### src/rtl/nibble_adder_pkg.sv
// Shared definitions for the nibble-serial adder.
//   S_IDLE/S_RUN/S_DONE : 2-bit state codes
//   NIB_W               : datapath width of one serial step (bits)
//   state_t             : FSM state type built on the codes above
package nibble_adder_pkg;

  localparam int unsigned NIB_W = 4;

  localparam logic [1:0] S_IDLE = 2'd0;
  localparam logic [1:0] S_RUN  = 2'd1;
  localparam logic [1:0] S_DONE = 2'd2;

  typedef enum logic [1:0] {
    ST_IDLE = S_IDLE,
    ST_RUN  = S_RUN,
    ST_DONE = S_DONE
  } state_t;

endpackage

### src/rtl/nibble_add4.sv
// Combinational 4-bit ripple-carry adder used as the single serial datapath.
//   a, b  : 4-bit addends
//   c_in  : carry in
//   s     : 4-bit sum
//   c_out : carry out of bit 3
module nibble_add4
  import nibble_adder_pkg::*;
(
  input  logic [NIB_W-1:0] a,
  input  logic [NIB_W-1:0] b,
  input  logic             c_in,
  output logic [NIB_W-1:0] s,
  output logic             c_out
);

  logic [NIB_W:0] c;

  assign c[0] = c_in;

  // One full adder per bit, carry rippling upward.
  for (genvar i = 0; i < NIB_W; i++) begin : g_fa
    assign s[i]   = a[i] ^ b[i] ^ c[i];
    assign c[i+1] = (a[i] & b[i]) | (a[i] & c[i]) | (b[i] & c[i]);
  end

  assign c_out = c[NIB_W];

endmodule

### src/rtl/nibble_serial_adder.sv
// Multi-cycle WIDTH-bit adder that feeds one nibble per clock (LSB first)
// through a single 4-bit ripple adder, holding the carry in a flop.
//   clk, rst_n : clock, async active-low reset
//   start      : accept a, b, c_in when not busy (IDLE or DONE cycle)
//   a, b, c_in : operands and carry into nibble 0
//   busy       : high while nibbles are being processed
//   done       : one-cycle pulse when sum/c_out/ovf have just been updated
//   sum        : result of the last completed operation
//   c_out      : carry out of bit WIDTH-1
//   ovf        : signed overflow of the last completed operation
module nibble_serial_adder
  import nibble_adder_pkg::*;
#(
  parameter int unsigned WIDTH = 16
) (
  input  logic             clk,
  input  logic             rst_n,
  input  logic             start,
  input  logic [WIDTH-1:0] a,
  input  logic [WIDTH-1:0] b,
  input  logic             c_in,
  output logic             busy,
  output logic             done,
  output logic [WIDTH-1:0] sum,
  output logic             c_out,
  output logic             ovf
);

  localparam int unsigned NIB   = WIDTH / NIB_W;
  localparam int unsigned IDX_W = $clog2(NIB);
  localparam int unsigned ACC_W = WIDTH - NIB_W;
  localparam int unsigned LAST  = NIB - 1;

  state_t             state;
  logic [WIDTH-1:0]   a_r;
  logic [WIDTH-1:0]   b_r;
  logic               carry;
  logic [IDX_W-1:0]   idx;
  // Only the lower nibbles are stored; the top nibble goes straight to sum.
  logic [ACC_W-1:0]   acc_r;

  logic [NIB_W-1:0]   nib_a;
  logic [NIB_W-1:0]   nib_b;
  logic [NIB_W-1:0]   nib_s;
  logic               nib_co;
  logic               last;

  assign nib_a = a_r[NIB_W*idx +: NIB_W];
  assign nib_b = b_r[NIB_W*idx +: NIB_W];
  assign last  = (idx == IDX_W'(LAST));

  nibble_add4 u_add4 (
    .a     (nib_a),
    .b     (nib_b),
    .c_in  (carry),
    .s     (nib_s),
    .c_out (nib_co)
  );

  // Sequencer: operand capture, nibble stepping, result registers.
  always_ff @(posedge clk or negedge rst_n) begin
    if (!rst_n) begin
      state <= ST_IDLE;
      a_r   <= '0;
      b_r   <= '0;
      carry <= 1'b0;
      idx   <= '0;
      acc_r <= '0;
      busy  <= 1'b0;
      done  <= 1'b0;
      sum   <= '0;
      c_out <= 1'b0;
      ovf   <= 1'b0;
    end else begin
      done <= 1'b0;
      case (state)
        // DONE accepts a new request exactly like IDLE (back-to-back ops).
        ST_IDLE, ST_DONE: begin
          if (start) begin
            a_r   <= a;
            b_r   <= b;
            carry <= c_in;
            idx   <= '0;
            busy  <= 1'b1;
            state <= ST_RUN;
          end else begin
            busy  <= 1'b0;
            state <= ST_IDLE;
          end
        end

        ST_RUN: begin
          carry <= nib_co;
          idx   <= idx + IDX_W'(1);
          if (last) begin
            sum   <= {nib_s, acc_r};
            c_out <= nib_co;
            ovf   <= (a_r[WIDTH-1] == b_r[WIDTH-1]) &&
                     (nib_s[NIB_W-1] != a_r[WIDTH-1]);
            done  <= 1'b1;
            busy  <= 1'b0;
            state <= ST_DONE;
          end else begin
            acc_r[NIB_W*idx +: NIB_W] <= nib_s;
          end
        end

        default: begin
          busy  <= 1'b0;
          state <= ST_IDLE;
        end
      endcase
    end
  end

endmodule

### config.mk
export PLATFORM = sky130hd
export DESIGN_NAME = nibble_serial_adder
export DESIGN_NICKNAME = d
export VERILOG_FILES = /design/src/rtl/nibble_adder_pkg.sv /design/src/rtl/nibble_add4.sv /design/src/rtl/nibble_serial_adder.sv
export SDC_FILE = /design/constraint.sdc
export NUM_CORES = 1
export LEC_CHECK = 0
export BUFFER_PORTS_ARGS = -buffer_cell sky130_fd_sc_hd__buf_4
export CAP_MARGIN = 10
export CORE_ASPECT_RATIO = 0.5
export CORE_MARGIN = 8
export CORE_UTILIZATION = 60
export DETAILED_ROUTE_END_ITERATION = 10
export GPL_ROUTABILITY_DRIVEN = 0
export PLACE_DENSITY = 0.93
export SLEW_MARGIN = 10
export SYNTH_ARGS = -nofsm -noshare
export SYNTH_HDL_FRONTEND = slang
export SYNTH_SLANG_ARGS = --single-unit
### constraint.sdc
create_clock -name clk -period 6.4 [get_ports clk]
set_input_delay 1.28 -clock clk [delete_from_list [all_inputs] [get_ports clk]]
set_output_delay 1.28 -clock clk [all_outputs]
set_load 0.01 [all_outputs]
Word level (Yosys, flattened, before mapping) --
Index checks and enable logic that the tools add are counted.
Storage, ports and cells: output and inout bits 20, word-level logic and storage cells 74, bits of input ports 36, bits in registers 69
Operators by class: $add $sub $neg 2, bitwise logic cells 29, reduce and logical (&&, ||, !) cells 8, shifts and indexed selects 4, equality and inequality tests 7, mux-type cells 13
Operator list (count):
- 4-bit negation with 34-bit output | 1
- 4-bit by 34-bit variable shift with 12-bit output (first input constant) | 1
- 4-bit by 34-bit variable part select with 12-bit output | 1
- 16-bit by 5-bit variable part select with 4-bit output | 2
- 1-bit AND | 12
- 12-bit bitwise mux | 1
- 1-bit bitwise OR | 8
- 2-bit one-hot mux with 2 select lines | 2
- 2-bit AND reduction | 4
- 1-bit bitwise XOR | 8
- 1-bit 2-to-1 mux | 6
- 2-bit == test (second input constant) | 2
- 2-bit 2-to-1 mux | 2
- 2-bit inequality test (second input constant) | 2
- 1-bit one-hot mux with 2 select lines | 2
- 2-bit by 1-bit adder with 2-bit output (second input constant) | 1
- 2-bit by 1-bit == test with 1-bit output (second input constant) | 1
- 2-bit logical NOT | 1
- 2-bit nonzero test | 1
- 2-bit OR reduction | 1
- 1-bit == test | 1
- 1-bit logical AND | 1
- 1-bit inequality test | 1
- 1-bit NOT | 1

Logic depth before layout (Yosys ltp) --
Gate-level depths: netlist of run 1.
depth in word-level cells 14, gate-level depth with buffers 12, gate-level depth less buffers 10

Modules after synthesis --
Synthesis of run 1 repeated with hierarchy kept, for this count alone.
Unflattened totals: cell total of the unflattened synthesis 267, area, all modules 3101.7 sq um
Modules (own cells, without submodules):
- nibble_serial_adder | sequential area each 1726.7 sq um, area an instance 2984.1 sq um, cells each 253, times used 1
- nibble_add4 | sequential area each 0.0 sq um, area an instance 117.6 sq um, cells each 14, times used 1

Worst setup path after synthesis of run 1 --
No wires, ideal clock.
kind register to register, from register idx[0], to register ovf, library setup time 0.126 ns, cell stages (with the launch flop) 13, data required time 6.274 ns, data arrival time 2.850 ns, clock period less this slack 2.976 ns, slack 3.424 ns, buffers on the path 2, cells stage by stage dfrtp_1 > buf_6 > buf_6 > mux4_2 > fa_1 > inv_1 > fa_1 > fa_1 > inv_1 > fa_1 > and3b_1 > a21oi_1 > o21ai_0
On the way: longest elaborated chain between the ends 13, elaborated cells on any way between the ends 23, those cells by class eq/ne: 2; shift: 2; bitwise: 17; reduce/logical: 2
Ends and longest elaborated chain:
- start, declared | line nibble_serial_adder.sv:38 | logic [IDX_W-1:0] idx;
- start signal, assigned | line nibble_serial_adder.sv:94 | idx <= idx + IDX_W'(1);
- 16-bit by 5-bit variable part select with 4-bit output (on tied branches) | line nibble_serial_adder.sv:48, nibble_serial_adder.sv:49
- 1-bit AND | line nibble_add4.sv:23 | assign c[i+1] = (a[i] & b[i]) | (a[i] & c[i]) | (b[i] & c[i]);
- 1-bit bitwise OR (2 in series) | line nibble_add4.sv:23
- 1-bit AND | line nibble_add4.sv:23
- 1-bit bitwise OR (2 in series) | line nibble_add4.sv:23
- 1-bit AND | line nibble_add4.sv:23
- 1-bit bitwise OR (2 in series) | line nibble_add4.sv:23
- 1-bit bitwise XOR (*) | line nibble_add4.sv:22 | assign s[i] = a[i] ^ b[i] ^ c[i];
- via nib_s[3] | line nibble_serial_adder.sv:44 | logic [NIB_W-1:0] nib_s;
- 1-bit inequality test (*) | line nibble_serial_adder.sv:99 | (nib_s[NIB_W-1] != a_r[WIDTH-1]);
- 1-bit logical AND (*) | line nibble_serial_adder.sv:98 | ovf <= (a_r[WIDTH-1] == b_r[WIDTH-1]) &&
- end signal, assigned | line nibble_serial_adder.sv:98
- end, declared | line nibble_serial_adder.sv:26 | output logic ovf
Mark *: on every way through the listed nets, which the timed path passes. The rest lies on a longest branch. A chain may end at the register's enable or synchronous reset.

Final worst setup path of run 1 --
Same ends and word-level chain as after synthesis.

==> metrics.txt, run 1 <==
WP data required=6.62 ns; worst hold path depth=2; FF-to-FF setup slack=2.90 ns; number of max-cap violations=0; Cell Area, Placed=0.003560 mm^2; initial antenna violation count=0; Area growth syn-to-layout=19.27%; cell mode on critical path=fa_1; post-route cell area=0.003779 mm^2; CP arrival=3.71 ns; share of layout cells above drive strength 1=27.11%; Synth async-reset ratio=100.0%; Core Util, Final=75.58%; final hold viol count=0; syn nets=334; CP Class=flop to flop; Slowest-stage cell, CP=dfrtp_1; vias in the first global route=2450; global-route wire length before repair=11.74 mm; Gate Count Post-Synth=289; Clock Tree Buf Depth=2; postcts setup bufs=0; unrepaired setup endpoints after global routing=no; pre-CTS setup slack=2.935 ns; Worst-Margin Slew=0.8381 ns; synthesis-stage register bit count=69; Starting Density=63.36%; CP Cell Sequence=mux4_2, fa_1, inv_1, fa_1, fa_1, inv_1, fa_1, and3b_1, a21oi_1, o21ai_0; Top-Level Pins=56; Leakage=1.993 nW; Area contributors post-synth=dfrtp_1 55%, nand2_1 14%, mux2_4 5.7%; sw frac=38.81%; 1st-iter DRT viols=131; num rows=18; total negative slack=0 ns; drt total wl=6.816 mm; hold path endpoint=b_r[12]; Synth top cells by count=118 x nand2_1, 69 x dfrtp_1, 12 x inv_1, 12 x mux2_4; hpwl dp=4.587 mm; status=complete, no violations; Antenna diodes=0; Synth area leader=dfrtp_1; drc violations=0; post-route ant nets=0; clk slew on worst S/H paths=0.07 ns; CTS resizes=0; Sink Count=69; WL per Instance=16.50 um; Worst VDD drop=0.0002924 V; Core ar.=0.005000 mm^2; Die Span X=118.8 um; Power Density=539.7 mW/mm^2; Hold Path Origin=b_r[12]; IO buf count=55; Top FF cell, synth=dfrtp_1; Netlist cell types=28; Worst Setup Start Kind=flop; hold_buf cts=0; largest net degree at the start of global routing=70; number of flops mapped to enable cells by yosys=0; Logic pwr share=44.1%; Tot GR Track Use=18.76%; endpoints failing setup=0; YS warnings=0; setup ws final=2.904 ns; count of pins over their slew limit=0; worst hold path type=flop to flop; period utilization=54.63%; Slew HR=44.13%; Syn Area/Cell=10.96 um^2; Root Driver=clkbuf_8; critical-path maximum fanout=18; reg2reg path depth=10; CP max stage delay=0.84 ns; Inserted Clock Buffers=9; worst-skew pair later-pin latency=0.35 ns; sequential fraction of the synthesis area=54.50%; die area=0.008002 mm^2; Int Pwr=1.248 mW; TritonRoute pass-1 iters=4; crit path buf inv count=2; FF-to-FF Start=idx[0]; reg2reg end=ovf; top-count cell post-synth=nand2_1; overall power=2.039 mW; crit path time final=3.496 ns; grt total ovfl=0; Crit. End Element=flop; Clock power frac=18.1%; CTS tree=done; vias after detailed routing=2212; skew final=0.005644 ns; sequential share of power=37.7%; Max Fclk=286.0 MHz; CP top delay family=adder cells; Vias/cell=5.356; Nets=383; htree depth=3; Switching Power=0.7915 mW; share of the synthesized area in the top cell type=54.50%; die height=67.38 um; Post-Syn Area=0.003168 mm^2
flip-flops by register name, indices dropped and copies added (netlist names):
| name | flops |
|---|---|
| a_r | 16 |
| b_r | 16 |
| sum | 16 |
| acc_r | 12 |
| idx | 2 |
| state | 2 |
| busy | 1 |
| c_out | 1 |
| carry | 1 |
| done | 1 |
| ovf | 1 |
stage by stage:
step | hold WS (ns) | cells
after floorplan | 0.4373 | 289
after global placement | 0.4554 | 397
after detailed placement | 0.4584 | 397
after CTS | 0.4772 | 413
after global routing | 0.5057 | 413
final | 0.4782 | 413
cell families (layout without fill, tap and decap cells):
family	count (synthesis)	in the layout	share of synthesized area, %
buffers and inverters	29	83	4.936
AO/OA/AOI/OAI	22	22	4.187
flip-flops	69	69	54.50
AND/OR/NAND/NOR	136	136	18.64
multiplexers	24	24	13.23
adder cells (fa/ha/maj)	9	9	4.502
final cells by class:
type	count	area [um^2]
Clock buffer	13	168.9
Clock inverter	3	42.54
Fill cell	323	1221
Inverter	12	45.04
Multi-Input combinational cell	191	1295
Sequential cell	69	1727
Tap cell	70	87.58
Timing Repair Buffer	55	412.9
layer usage:
layer  GRT usage (%)  up-vias  routed length [um]
li1                -     1042                   -
met1           21.64     1076                2848
met2           30.40       76                3366
met3           7.654       18                 441
met4           10.14        0                 159
met5               0        -                   0
tightest hold or removal path: stages, from the launching register on:
cell     delay, ns
dfrtp_1       0.34
nand2_1       0.05
nand2_1       0.06
worst max-delay path by stage:
stage	startpoint	endpoint	slack, ns	cells past startpoint
final	idx[0]	ovf	2.90	10
after global routing	idx[0]	ovf	2.77	10
after CTS	idx[0]	ovf	2.92	10
after detailed placement	idx[0]	ovf	2.93	10
after global placement	idx[0]	ovf	3.10	10
after floorplan	idx[0]	ovf	3.42	12
layout by cell type, fill, tap and decap left out, types with 3 or more instances in the layout:
cell         n
nand2_1    118
dfrtp_1     69
buf_4       55
inv_1       12
mux2_4      12
clkbuf_8    12
o31ai_1      8
o21ai_0      7
ha_1         5
mux4_2       4
mux4_1       4
o21ai_1      4
fa_1         4
nand4bb_1    3
nand3_1      3
mux2_2       3
power by group through the flow:
stage	clock network (mW)	registers, mW	logic, mW
5_1_grt	0.397	0.794	0.974
3_3_place_gp	0	0.762	0.831
2_1_floorplan	0	0.724	0.654
3_5_place_dp	0	0.774	0.883
6_report	0.370	0.769	0.900
4_1_cts	0.374	0.768	0.901
Note: power is estimated with default switching activity, not from simulation.
==> run 2: changes to the inputs <==
--- a/config.mk
+++ b/config.mk
@@ -9,10 +9,10 @@
 export CAP_MARGIN = 10
 export CORE_ASPECT_RATIO = 0.5
 export CORE_MARGIN = 8
-export CORE_UTILIZATION = 60
+export CORE_UTILIZATION = 50
 export DETAILED_ROUTE_END_ITERATION = 10
 export GPL_ROUTABILITY_DRIVEN = 0
-export PLACE_DENSITY = 0.93
+export PLACE_DENSITY = 0.83
 export SLEW_MARGIN = 10
 export SYNTH_ARGS = -nofsm -noshare
 export SYNTH_HDL_FRONTEND = slang
==> constraint.sdc (replaced) <==
create_clock -name clk -period 3.18 [get_ports clk]
set_input_delay 0.636 -clock clk [delete_from_list [all_inputs] [get_ports clk]]
set_output_delay 0.636 -clock clk [all_outputs]
set_load 0.01 [all_outputs]
==> metrics.txt, run 2 (same netlist as run 1, synthesis figures left out) <==
grt total ovfl=0 (unchanged); 1st-iter DRT viols=174 (+33%); critical-path maximum fanout=6 (-12); htree depth=3 (unchanged); clk slew on worst S/H paths=0.06 ns (about the same); period utilization=95.43% (+41 points); largest net degree at the start of global routing=70 (unchanged); drt total wl=7.319 mm (+7.4%); Inserted Clock Buffers=9 (unchanged); Worst VDD drop=0.0004505 V (+54%); number of max-cap violations=0 (unchanged); Leakage=2.078 nW (+4.3%); drc violations=0 (unchanged); Sink Count=69 (unchanged); Cell Area, Placed=0.003605 mm^2 (+1.3%); initial antenna violation count=0 (unchanged); most frequent cells in the layout=118 x nand2_1, 68 x dfrtp_1, 60 x buf_4, 12 x inv_1, 12 x mux2_4; Area growth syn-to-layout=25.79%; Antenna diodes=0 (unchanged); final hold viol count=0 (unchanged); biggest regs=a_r x16, b_r x16, sum x16; GRT Max-Usage Layer=met2; Worst-Margin Slew=0.8364 ns (-0.001712 ns); unrepaired setup endpoints after global routing=no; Core ar.=0.006106 mm^2 (+22%); grt met3 use=5.336% (-2.3 points); worst-skew pair later-pin latency=0.33 ns (-0.02 ns); status=complete, no violations; CTS tree=done; setup ws final=0.1454 ns (-2.758 ns); hold_buf cts=0 (unchanged); Worst Setup Start Kind=flop; Tot GR Track Use=16.92% (-1.8 points); Max Fclk=329.5 MHz (+15%); skew final=0.006026 ns (+0.0003820 ns); Placed Cells=418 (+5.3%); Vias/cell=5.232 (-2.3%); Slowest-stage cell, CP=fa_2; Slew HR=44.24% (+0.11 points); endpoints failing setup=0 (unchanged); FILL cells=452 (+40%); worst hold path type=input pin to asynchronous set/reset pin; final std cells w/o fill=436 (+5.6%); Root Driver=clkbuf_16; met1 Usage GRT=19.19% (-2.4 points); Starting Density=51.89% (-11 points); pre-CTS setup slack=0.07958 ns (-2.855 ns); hpwl dp=4.819 mm (+5.1%); die area=0.009294 mm^2 (+16%); WP data required=3.37 ns (-3.25 ns); CP Class=flop to flop; routing usage on met2=27.97% (-2.4 points); post-route ant nets=0 (unchanged); vias after detailed routing=2281 (+3.1%); Crit. End Element=flop; Clock Tree Buf Depth=2 (unchanged); Die Span X=128.6 um (+8.3%); global-route wire length before repair=12.13 mm (+3.4%); Power Density=1156 mW/mm^2 (+110%); die height=72.29 um (+7.3%); CP max stage delay=0.59 ns (-0.25 ns); share of layout cells above drive strength 1=29.02% (+1.9 points); most common cell after layout, fill and taps aside=nand2_1; Top-Level Pins=56 (unchanged); IO buf count=55 (unchanged); total negative slack=0 ns (unchanged); post-route cell area=0.003985 mm^2 (+5.5%); num rows=20 (+2); count of pins over their slew limit=0 (unchanged); Nets=388 (+1.3%); TritonRoute pass-1 iters=4 (unchanged); CP arrival=3.22 ns (-0.49 ns); vias in the first global route=2457 (+0.29%); CP Cell Sequence=mux4_2, fa_1, inv_1, fa_1, fa_1, inv_1, fa_2, and3b_1, a21oi_1, o21ai_0; crit path time final=3.035 ns (-0.4619 ns); WL per Instance=16.79 um (+1.7%); overall power=4.605 mW (+130%); cell mode on critical path=fa_1
[run 2: cell count changes in the layout (fill, tap and decap cells not counted), moves of 2 or more]
cell	before	now
clkbuf_8	12	2
bufinv_16	1	3
clkbuf_16	0	9
buf_4	55	60
[run 2: report_power, final]
group,internal [mW],total (mW),switching [mW]
logic,0.879,1.90,1.02
registers,1.25,1.53,0.273
clock network,0.809,1.18,0.371
[run 2: stage by stage]
stage	util, %	hold WS [ns]
3_5_place_dp	59.04	0.4661
4_1_cts	64.94	0.4441
5_1_grt	65.27	0.4932
6_report	65.27	0.4163
3_3_place_gp	59.04	0.4599
2_1_floorplan	-	0.3404
[run 2: area by class of cell]
class	count	area, um^2	share of cell area (%)
clock buffer	11	252.7	6.342
clock inverter	5	106.4	2.669
timing repair buffer	60	450.4	11.30
inverter	12	45.04	1.130
sequential	69	1728	43.36
multi-input combinational	191	1292	32.43
tap	88	110.1	2.763
[run 2: worst max-delay path, delay by kind of cell (launching register included)]
| family | cells | cell delay (ns) |
|---|---|---|
| AO/OA/AOI/OAI | 2 | 0.24 |
| adder cells (fa/ha/maj) | 4 | 1.36 |
| buffers and inverters | 2 | 0.14 |
| flip-flops | 1 | 0.42 |
| multiplexers | 1 | 0.54 |
| AND/OR/NAND/NOR | 1 | 0.19 |
[run 2: routing by layer]
| metal | routed length [um] | vias up |
|---|---|---|
| li1 | - | 1052 |
| met1 | 2986 | 1118 |
| met2 | 3664 | 82 |
| met3 | 428 | 29 |
| met4 | 240 | 0 |
| met5 | 0 | - |
[run 2: timing repair]
action	CTS	global route
gates resized for setup	1	1
setup buffers	0	2
setup endpoints to repair	1	1
[run 2: worst paths after layout]
check	startpoint	end	slack (ns)	cells after the start
worst max register to register	idx[0]	ovf	0.15	10
min in group clk	a_r[12]	a_r[12]	0.48	2
worst min register to register	a_r[12]	a_r[12]	0.48	2
worst min-delay path	rst_n	a_r[14]	0.42	1
max in group asynchronous	rst_n	idx[0]	2.19	1
worst max-delay path	idx[0]	ovf	0.15	10
